### src/rtl/classificador_temperatura_histerese_pkg.sv
// Shared definitions for the hysteresis temperature classifier:
// FSM state encoding and the binary16 field layout.
package classificador_temperatura_histerese_pkg;

  typedef enum logic [1:0] {
    INICIAL     = 2'd0,
    ESTAVEL     = 2'd1,
    CONFIRMANDO = 2'd2
  } estado_t;

  localparam logic [15:0] MASCARA_EXPOENTE = 16'h7C00;
  localparam int          BIT_SINAL        = 15;

  // An all-ones exponent encodes either infinity or NaN; neither is a usable reading.
  function automatic logic eh_nan_inf(input logic [15:0] amostra);
    return (amostra & MASCARA_EXPOENTE) == MASCARA_EXPOENTE;
  endfunction

endpackage

### src/rtl/classificador_temperatura_histerese_comparador.sv
// Combinational sign-magnitude float comparator (a versus b).
// +0 and -0 compare equal; magnitudes of negative values order in reverse.
module comparador_float_param
  import classificador_temperatura_histerese_pkg::*;
#(
  parameter int LARGURA = 16
) (
  input  logic [LARGURA-1:0] a,
  input  logic [LARGURA-1:0] b,
  output logic               gt,
  output logic               eq,
  output logic               lt
);

  localparam int POS_SINAL = (LARGURA == 16) ? BIT_SINAL : LARGURA - 1;

  logic               sinal_a;
  logic               sinal_b;
  logic [LARGURA-2:0] mag_a;
  logic [LARGURA-2:0] mag_b;

  assign sinal_a = a[POS_SINAL];
  assign sinal_b = b[POS_SINAL];
  assign mag_a   = a[LARGURA-2:0];
  assign mag_b   = b[LARGURA-2:0];

  // Resolve the ordering: zeros first, then sign, then magnitude (reversed when negative).
  always_comb begin
    gt = 1'b0;
    eq = 1'b0;
    lt = 1'b0;
    if (mag_a == '0 && mag_b == '0) begin
      eq = 1'b1;
    end else if (sinal_a != sinal_b) begin
      gt = sinal_b;
      lt = sinal_a;
    end else if (mag_a == mag_b) begin
      eq = 1'b1;
    end else begin
      gt = (mag_a > mag_b) ^ sinal_a;
      lt = ~gt;
    end
  end

endmodule

### src/rtl/classificador_temperatura_histerese.sv
// Classifies a stream of binary16 temperature samples into N_LIMIARES+1 levels
// with separate rising/falling limits and N-sample persistence. Two-stage pipeline:
// stage 1 counts limits crossed, stage 2 runs the confirmation FSM.
module classificador_temperatura_histerese
  import classificador_temperatura_histerese_pkg::*;
#(
  parameter  int LARGURA      = 16,
  parameter  int N_LIMIARES   = 3,
  parameter  int CONFIRMACOES = 3,
  localparam int LARG_NIVEL   = $clog2(N_LIMIARES + 1)
) (
  input  logic                          clock,
  input  logic                          reset,
  input  logic                          amostra_valida,
  input  logic [LARGURA-1:0]            temp,
  input  logic [N_LIMIARES*LARGURA-1:0] limiares_subida,
  input  logic [N_LIMIARES*LARGURA-1:0] limiares_descida,
  output logic [LARG_NIVEL-1:0]         nivel,
  output logic                          nivel_valido,
  output logic                          saida_valida,
  output logic                          mudou,
  output logic                          erro_amostra
);

  localparam int                  LARG_CONT = $clog2(CONFIRMACOES + 1);
  localparam logic [LARG_CONT-1:0] CONT_ALVO = LARG_CONT'(CONFIRMACOES);

  logic [N_LIMIARES-1:0] acima_sub;
  logic [N_LIMIARES-1:0] igual_sub;
  logic [N_LIMIARES-1:0] abaixo_sub;
  logic [N_LIMIARES-1:0] acima_desc;
  logic [N_LIMIARES-1:0] igual_desc;
  logic [N_LIMIARES-1:0] abaixo_desc;
  logic                  sinais_unused;

  logic [LARG_NIVEL-1:0] cnt_sub_c;
  logic [LARG_NIVEL-1:0] cnt_desc_c;

  logic                  s1_valida;
  logic                  s1_erro;
  logic [LARG_NIVEL-1:0] s1_cnt_sub;
  logic [LARG_NIVEL-1:0] s1_cnt_desc;

  estado_t               estado;
  estado_t               estado_prox;
  logic [LARG_NIVEL-1:0] pendente;
  logic [LARG_NIVEL-1:0] pendente_prox;
  logic [LARG_CONT-1:0]  contador;
  logic [LARG_CONT-1:0]  contador_prox;
  logic [LARG_CONT-1:0]  contador_inc;
  logic [LARG_NIVEL-1:0] nivel_prox;
  logic                  nivel_valido_prox;
  logic                  saida_valida_prox;
  logic                  mudou_prox;
  logic                  erro_prox;
  logic [LARG_NIVEL-1:0] candidato;

  for (genvar k = 0; k < N_LIMIARES; k++) begin : g_comparadores
    comparador_float_param #(.LARGURA(LARGURA)) u_cmp_sub (
      .a  (temp),
      .b  (limiares_subida[k*LARGURA +: LARGURA]),
      .gt (acima_sub[k]),
      .eq (igual_sub[k]),
      .lt (abaixo_sub[k])
    );
    comparador_float_param #(.LARGURA(LARGURA)) u_cmp_desc (
      .a  (temp),
      .b  (limiares_descida[k*LARGURA +: LARGURA]),
      .gt (acima_desc[k]),
      .eq (igual_desc[k]),
      .lt (abaixo_desc[k])
    );
  end

  // Only strict "greater than" matters for level counting.
  assign sinais_unused = ^{igual_sub, abaixo_sub, igual_desc, abaixo_desc};

  // Count how many rising and falling limits the current sample exceeds.
  always_comb begin
    cnt_sub_c  = '0;
    cnt_desc_c = '0;
    for (int k = 0; k < N_LIMIARES; k++) begin
      if (acima_sub[k])  cnt_sub_c  = cnt_sub_c  + LARG_NIVEL'(1);
      if (acima_desc[k]) cnt_desc_c = cnt_desc_c + LARG_NIVEL'(1);
    end
  end

  // Stage 1: capture the counts and error flag of each accepted sample.
  always_ff @(posedge clock) begin
    if (reset) begin
      s1_valida   <= 1'b0;
      s1_erro     <= 1'b0;
      s1_cnt_sub  <= '0;
      s1_cnt_desc <= '0;
    end else begin
      s1_valida <= amostra_valida;
      if (amostra_valida) begin
        s1_erro     <= eh_nan_inf(16'(temp));
        s1_cnt_sub  <= cnt_sub_c;
        s1_cnt_desc <= cnt_desc_c;
      end
    end
  end

  // Hysteresis: move up only past a rising limit, down only below a falling limit.
  always_comb begin
    candidato = nivel;
    if (s1_cnt_sub > nivel) begin
      candidato = s1_cnt_sub;
    end else if (s1_cnt_desc < nivel) begin
      candidato = s1_cnt_desc;
    end
  end

  assign contador_inc = contador + LARG_CONT'(1);

  // Stage 2 next-state: commit, start or continue confirming a level change.
  always_comb begin
    estado_prox       = estado;
    pendente_prox     = pendente;
    contador_prox     = contador;
    nivel_prox        = nivel;
    nivel_valido_prox = nivel_valido;
    saida_valida_prox = 1'b0;
    mudou_prox        = 1'b0;
    erro_prox         = 1'b0;

    if (s1_valida) begin
      saida_valida_prox = 1'b1;
      if (s1_erro) begin
        erro_prox     = 1'b1;
        contador_prox = '0;
        if (estado == CONFIRMANDO) estado_prox = ESTAVEL;
      end else begin
        unique case (estado)
          INICIAL: begin
            nivel_prox        = s1_cnt_sub;
            nivel_valido_prox = 1'b1;
            mudou_prox        = 1'b1;
            contador_prox     = '0;
            estado_prox       = ESTAVEL;
          end
          ESTAVEL: begin
            if (candidato != nivel) begin
              if (CONFIRMACOES == 1) begin
                nivel_prox    = candidato;
                mudou_prox    = 1'b1;
                contador_prox = '0;
              end else begin
                pendente_prox = candidato;
                contador_prox = LARG_CONT'(1);
                estado_prox   = CONFIRMANDO;
              end
            end
          end
          CONFIRMANDO: begin
            if (candidato == pendente) begin
              if (contador_inc == CONT_ALVO) begin
                nivel_prox    = pendente;
                mudou_prox    = 1'b1;
                contador_prox = '0;
                estado_prox   = ESTAVEL;
              end else begin
                contador_prox = contador_inc;
              end
            end else if (candidato == nivel) begin
              contador_prox = '0;
              estado_prox   = ESTAVEL;
            end else begin
              pendente_prox = candidato;
              contador_prox = LARG_CONT'(1);
            end
          end
          default: begin
            estado_prox   = INICIAL;
            contador_prox = '0;
          end
        endcase
      end
    end
  end

  // Stage 2 registers: FSM state, confirmation bookkeeping and all outputs.
  always_ff @(posedge clock) begin
    if (reset) begin
      estado       <= INICIAL;
      pendente     <= '0;
      contador     <= '0;
      nivel        <= '0;
      nivel_valido <= 1'b0;
      saida_valida <= 1'b0;
      mudou        <= 1'b0;
      erro_amostra <= 1'b0;
    end else begin
      estado       <= estado_prox;
      pendente     <= pendente_prox;
      contador     <= contador_prox;
      nivel        <= nivel_prox;
      nivel_valido <= nivel_valido_prox;
      saida_valida <= saida_valida_prox;
      mudou        <= mudou_prox;
      erro_amostra <= erro_prox;
    end
  end

endmodule

### config.mk
export PLATFORM = sky130hd
export DESIGN_NAME = classificador_temperatura_histerese
export DESIGN_NICKNAME = d
export VERILOG_FILES = /design/src/rtl/classificador_temperatura_histerese_pkg.sv /design/src/rtl/classificador_temperatura_histerese_comparador.sv /design/src/rtl/classificador_temperatura_histerese.sv
export SDC_FILE = /design/constraint.sdc
export NUM_CORES = 1
export LEC_CHECK = 0
export CELL_PAD_IN_SITES_DETAIL_PLACEMENT = 1
export CELL_PAD_IN_SITES_GLOBAL_PLACEMENT = 1
export CORE_UTILIZATION = 46
export CTS_CLUSTER_DIAMETER = 30
export CTS_CLUSTER_SIZE = 20
export DETAILED_ROUTE_END_ITERATION = 8
export DONT_BUFFER_PORTS = 1
export HOLD_SLACK_MARGIN = 0.1
export PLACE_DENSITY_LB_ADDON = 0.1
export SKIP_LAST_GASP = 1
export SLEW_MARGIN = 20
export SYNTH_ARGS = -nofsm -noshare
export SYNTH_HDL_FRONTEND = slang
export SYNTH_SLANG_ARGS = --single-unit
### constraint.sdc
create_clock -name clock -period 5.2 [get_ports clock]
set_clock_uncertainty 0.05 [all_clocks]
set_input_delay 0.78 -clock clock [delete_from_list [all_inputs] [get_ports clock]]
set_output_delay 0.78 -clock clock [all_outputs]
set_load 0.01 [all_outputs]
# Yosys cells after proc, flatten, opt, wreduce, memory -nomap -nowiden
# Cells that the tools add are included.
# totals
output_inout_bits	6
register_bits	18
word_cells	135
in_bits	115
# classes
n_reduce_logical	23
eq_ne	28
bitwise	8
addsub	5
muxes	51
n_lt_le_gt_ge	8
# ops
operator	n
zero test 15 bit	7
== test 15 bit	6
> comparator 15 bit	6
2-to-1 mux 2 bit	21
2-to-1 mux 1 bit	25
case mux 2 bit (2 select lines)	3
adder 2 x 1 -> 2 bit, second input constant	5
AND reduction 5 bit	2
logical AND 1 bit	6
inequality test 1 bit	6
inequality test 2 x 1 -> 1 bit, second input constant	3
inequality test 2 bit, second input constant	3
case mux 2 bit (3 select lines)	1
AND reduction 6 bit	1
bitwise XOR 1 bit	6
== test 5 bit, second input constant	1
== test 2 bit	2
== test 2 bit, second input constant	2
inequality test 4 x 2 -> 1 bit, second input constant	1
inequality test 4 x 3 -> 1 bit, second input constant	1
nonzero test 2 bit	2
inequality test 3 bit, second input constant	1
AND reduction 3 bit	1
OR reduction 3 bit	1
other kinds (9)	10

# Longest topological paths before layout
# depth
ltp_word	10
ltp_mapped	13
depth_no_buf	13

# Modules after synthesis
# A second synthesis with hierarchy kept.
# unflattened
cells_unflattened	586
area_unflattened_um2	4386.7
# modules_own_cells
mod	cells_per_inst	seq_area_each_um2	instances	area_per_inst_um2
comparador_float_param	74	0.0	6	526.8
classificador_temperatura_histerese	142	360.3	1	1226.2

# Worst setup path after synthesis
# OpenSTA, ideal clock, no wires.
# synth_timing
path_kind	input to register
start	input port limiares_descida[24]
end	register s1_cnt_desc[0]
n_path_buf	0
setup_ps	134
required_time_ps	5016
path_stages	12
arrival_time_ps	2818
path_slack_ps	2198
path_cell_list	inv_1 ha_1 a21o_1 a21o_1 a21o_1 a21oi_1 o21ai_0 or2_2 o211ai_1 ha_1 nor4b_1 nor4_1
# synth_between
elab_chain_cells	8
elab_cells_between_ends	11
cone_classes	add/sub (1); order compare (1); eq/ne (1); mux (5); bitwise (1); reduce/logical (2)
# synth_lines
item	line	rtl
start: declaration	classificador_temperatura_histerese.sv:17	input logic [N_LIMIARES*LARGURA-1:0] limiares_descida,
> comparator 15 bit	classificador_temperatura_histerese_comparador.sv:40	gt = (mag_a > mag_b) ^ sinal_a;
bitwise XOR 1 bit	classificador_temperatura_histerese_comparador.sv:40	
2-to-1 mux 1 bit	classificador_temperatura_histerese_comparador.sv:37	end else if (mag_a == mag_b) begin
2-to-1 mux 1 bit	classificador_temperatura_histerese_comparador.sv:34	end else if (sinal_a != sinal_b) begin
2-to-1 mux 1 bit (*)	classificador_temperatura_histerese_comparador.sv:32	if (mag_a == '0 && mag_b == '0) begin
2-to-1 mux 2 bit (*)	classificador_temperatura_histerese.sv:84	if (acima_desc[k]) cnt_desc_c = cnt_desc_c + LARG_NIVEL'(1);
adder 2 x 1 -> 2 bit	classificador_temperatura_histerese.sv:84	
2-to-1 mux 2 bit (*)	classificador_temperatura_histerese.sv:84	
end signal: assignment	classificador_temperatura_histerese.sv:100	s1_cnt_desc <= cnt_desc_c;
end: declaration	classificador_temperatura_histerese.sv:42	logic [LARG_NIVEL-1:0] s1_cnt_desc;
# Every way passes the cells marked *; elsewhere a longest branch is shown, timed or not.
# A chain may end at the register's enable or synchronous reset.

# Worst setup path in the final report
# layout_timing
start	register nivel[1]
end	register estado[1]
# layout_between
elab_chain_cells	7
elab_cells_between_ends	14
cone_classes	order compare (2); eq/ne (6); mux (5); reduce/logical (1)
# layout_lines
item	line	rtl
start: declaration	classificador_temperatura_histerese.sv:18	output logic [LARG_NIVEL-1:0] nivel,
start signal: assignment	classificador_temperatura_histerese.sv:198	nivel <= nivel_prox;
less-than comparator 2 bit	classificador_temperatura_histerese.sv:110	end else if (s1_cnt_desc < nivel) begin
2-to-1 mux 2 bit	classificador_temperatura_histerese.sv:110	
2-to-1 mux 2 bit	classificador_temperatura_histerese.sv:108	if (s1_cnt_sub > nivel) begin
== test 2 bit	classificador_temperatura_histerese.sv:157	if (candidato == pendente) begin
2-to-1 mux 2 bit	classificador_temperatura_histerese.sv:157	
case mux 2 bit (3 select lines)	classificador_temperatura_histerese.sv:135	unique case (estado)
2-to-1 mux 2 bit	classificador_temperatura_histerese.sv:130	if (s1_erro) begin
end signal: assignment	classificador_temperatura_histerese.sv:195	estado <= estado_prox;
end: declaration	classificador_temperatura_histerese.sv:44	estado_t estado;
# Several ways; a longest one is shown, not always the timed one.

==> results.toml <==
[synthesis]
synth_simple_gate_area_share_pct = 22.8
synth_edf_count = 0
ys_top_cells_by_area = "ha_1 33%, inv_1 9.4%, dfxtp_1 9.3%"
synth_top_family_by_area = "adder cells"
synth_area_um2 = 3870
ys_ff_latch = 18
yosysWarnings = 0
synth_compound_area_share_pct = 24.3
synth_common_cells = "102 x ha_1, 97 x inv_1, 35 x nor2_1"
synthArstFlopShare_pct = 0
synthAdderAreaFrac_pct = 33.0
synth_top_area_share_pct = 33.0
synth_area_leader_cell = "ha_1"
yosysMostFrequentCell = "ha_1"
synth_cell_types = 61
yosysSeqAreaShare_pct = 9.31
synthXorXnorAreaFrac_pct = 0
yosys_most_used_dff = "dfxtp_1"
synthMuxAreaShare_pct = 0.840
netlist_instances = 524
postSynthAreaPerCell_um2 = 7.39
syn-num-nets = 741

[floorplanning]
die_h_um = 93.7
ios = 121
core_area_um2 = 8180
die_x_um = 93.7
die_area_um2 = 8790
rows = 33
initial_core_util_pct = 47.4

[power]
seq_power_share_pct = 28.1
p_comb_share_pct = 50.1
internal_power_mw = 0.343
switching_share_pct = 38.2
p_leak_nw = 2.11
design_power_total_mw = 0.555
ir_drop_v = 0.0000714
power.density_nw_per_um2 = 137
power.switching_mw = 0.212
power_frac_clock_pct = 21.9

[layout]
regArea_um2 = 360
syn2layout_area_growth_pct = 4.52
final_nets = 743
antenna_cells = 0
fin_util_pct = 49.5
nFillCells = 1077
multiInputGateArea_um2 = 3130
drive_gt1_share_pct = 3.05

[grt]
met1_usage_pct = 36.7
met3_usage_pct = 4.21
antenna_found_initial = 0
grt_overflow = 0
grt_pass1_vias = 4088
grt_max_degree = 15
top_usage_layer = "met2"
grt.total_usage_pct = 28.7
grt_use_met2_pct = 51.2
grt_pass1_wl_um = 19600

[clocking]
numCtsBuffers = 3
clock_latency_ns = 0.26
cts_buffer_depth = 2
cts_resized = 0
cts_sinks = 18
cts_setup_buffers = 0
path_clk_slew_ns = 0.08
cts_tree = "yes"
htree_levels = 1
ctsRootBufferMaster = "clkbuf_8"
cts_hold_buf = 0

[worst_setup_path]
end_kind = "register"
crit_type = "register to register"
required_ns = 5.35
cp-start-kind = "register"
critPathArrivalTime_ns = 3.23
path_max_fanout = 5

[timing]
worst_slack_ns = 2.12
report.final.slew_viol_count = 0
finalSetupTns_ns = 0
rsz0062_at_grt = "false"
period_share_pct = 59.3
fin_crit_ns = 3.08
finalHoldViolCount = 0
clock.fmax_mhz = 324
finalSetupViolCount = 0
max_slew_margin_pct = 64.3
worst_pin_slew_ns = 0.530

[drt]
via_per_inst = 6.26
routed_wirelength_um = 12400
first_pass_iters = 4
wire_per_inst_um = 19.7
drc = 0
detail-route-antenna-nets = 0
first_iter_violations = 138
num_vias = 3946

[placed_design]
io_buffers = 0
post-place-ws_ns = 1.88
dp_hpwl_um = 10300
routabilityCongestion = 0.917

[worst_hold_path]
hold_path.class = "register to register"

[outcome]
status = "finished, final reports clean"

[job]
maxCapViolCount = 0
==> routing by layer <==
layer,wire (um),vias up
li1,-,1923
met1,5470,1882
met2,5960,125
met3,839,16
met4,161,0
met5,0,-
==> power by group through the flow <==
stage | Clock (mW) | Combinational, mW | Sequential, mW
2_1_floorplan | 0 | 0.218 | 0.156
3_3_place_gp | 0 | 0.259 | 0.158
3_5_place_dp | 0 | 0.276 | 0.159
4_1_cts | 0.122 | 0.278 | 0.156
5_1_grt | 0.128 | 0.320 | 0.157
6_report | 0.121 | 0.278 | 0.156
==> kinds of logic (layout without fill, tap and decap cells) <==
| family | Yosys count | after routing |
|---|---|---|
| adder cells (fa/ha/maj) | 102 | 102 |
| AND/OR/NAND/NOR | 163 | 163 |
| buffers and inverters | 101 | 102 |
| AO/OA/AOI/OAI | 137 | 137 |
| flip-flops | 18 | 18 |
| multiplexers | 3 | 3 |
==> layout by cell type (no fill, tap or decap), types with 3 or more instances in the layout <==
cell,Yosys,final
ha_1,102,102
inv_1,97,97
nor2_1,35,35
a21oi_1,33,33
a21o_1,26,26
o21ai_0,24,24
nor4_1,24,24
nand4_1,21,21
nand2_1,21,21
dfxtp_1,18,18
nor3_1,13,13
nor2b_1,12,12
nand3_1,11,11
o211ai_1,8,8
o21a_1,7,7
o211a_1,5,5
and3_1,5,5
or2_2,4,4
a211oi_1,4,4
clkbuf_8,0,4
o221ai_1,3,3
==> area by class of cell <==
cell class	instances	area share, %
Tap cell	105	3.25
Sequential cell	18	8.91
Clock buffer	4	1.36
Inverter	98	9.09
Multi-Input combinational cell	405	77.4
==> metrics by stage <==
stage / hold slack (ns) / instances / instance area, um2
2_1_floorplan: 0.403 / 524 / 3870
3_3_place_gp: 0.417 / 626 / 3990
3_5_place_dp: 0.425 / 626 / 3990
4_1_cts: 0.439 / 630 / 4050
5_1_grt: 0.460 / 630 / 4050
6_report: 0.444 / 630 / 4050
==> path summary, 6_finish.rpt <==
check	from	cells after the start	slack (ns)	end
hold / removal	contador[1]	2	0.44	contador[1]
setup reg to reg	nivel[1]	9	2.12	estado[1]
setup / recovery	nivel[1]	9	2.12	estado[1]
hold reg to reg	contador[1]	2	0.44	contador[1]
==> registers in the layout, indices dropped and copies added, names as in the netlist <==
register / flops
estado: 2
s1_valida: 1
s1_cnt_sub: 2
pendente: 2
s1_erro: 1
contador: 2
nivel: 2
erro_amostra: 1
mudou: 1
nivel_valido: 1
s1_cnt_desc: 2
saida_valida: 1
==> critical path: stages (launching register included) <==
cell      delay [ns]
dfxtp_1         0.48
inv_1           0.13
ha_1            0.39
and3_2          0.24
a31oi_1         0.34
a21oi_1         0.13
a211o_1         0.34
o2111a_1        0.29
or4b_1          0.50
a21oi_1         0.14
No activity file was read; power rests on OpenSTA's default activity.
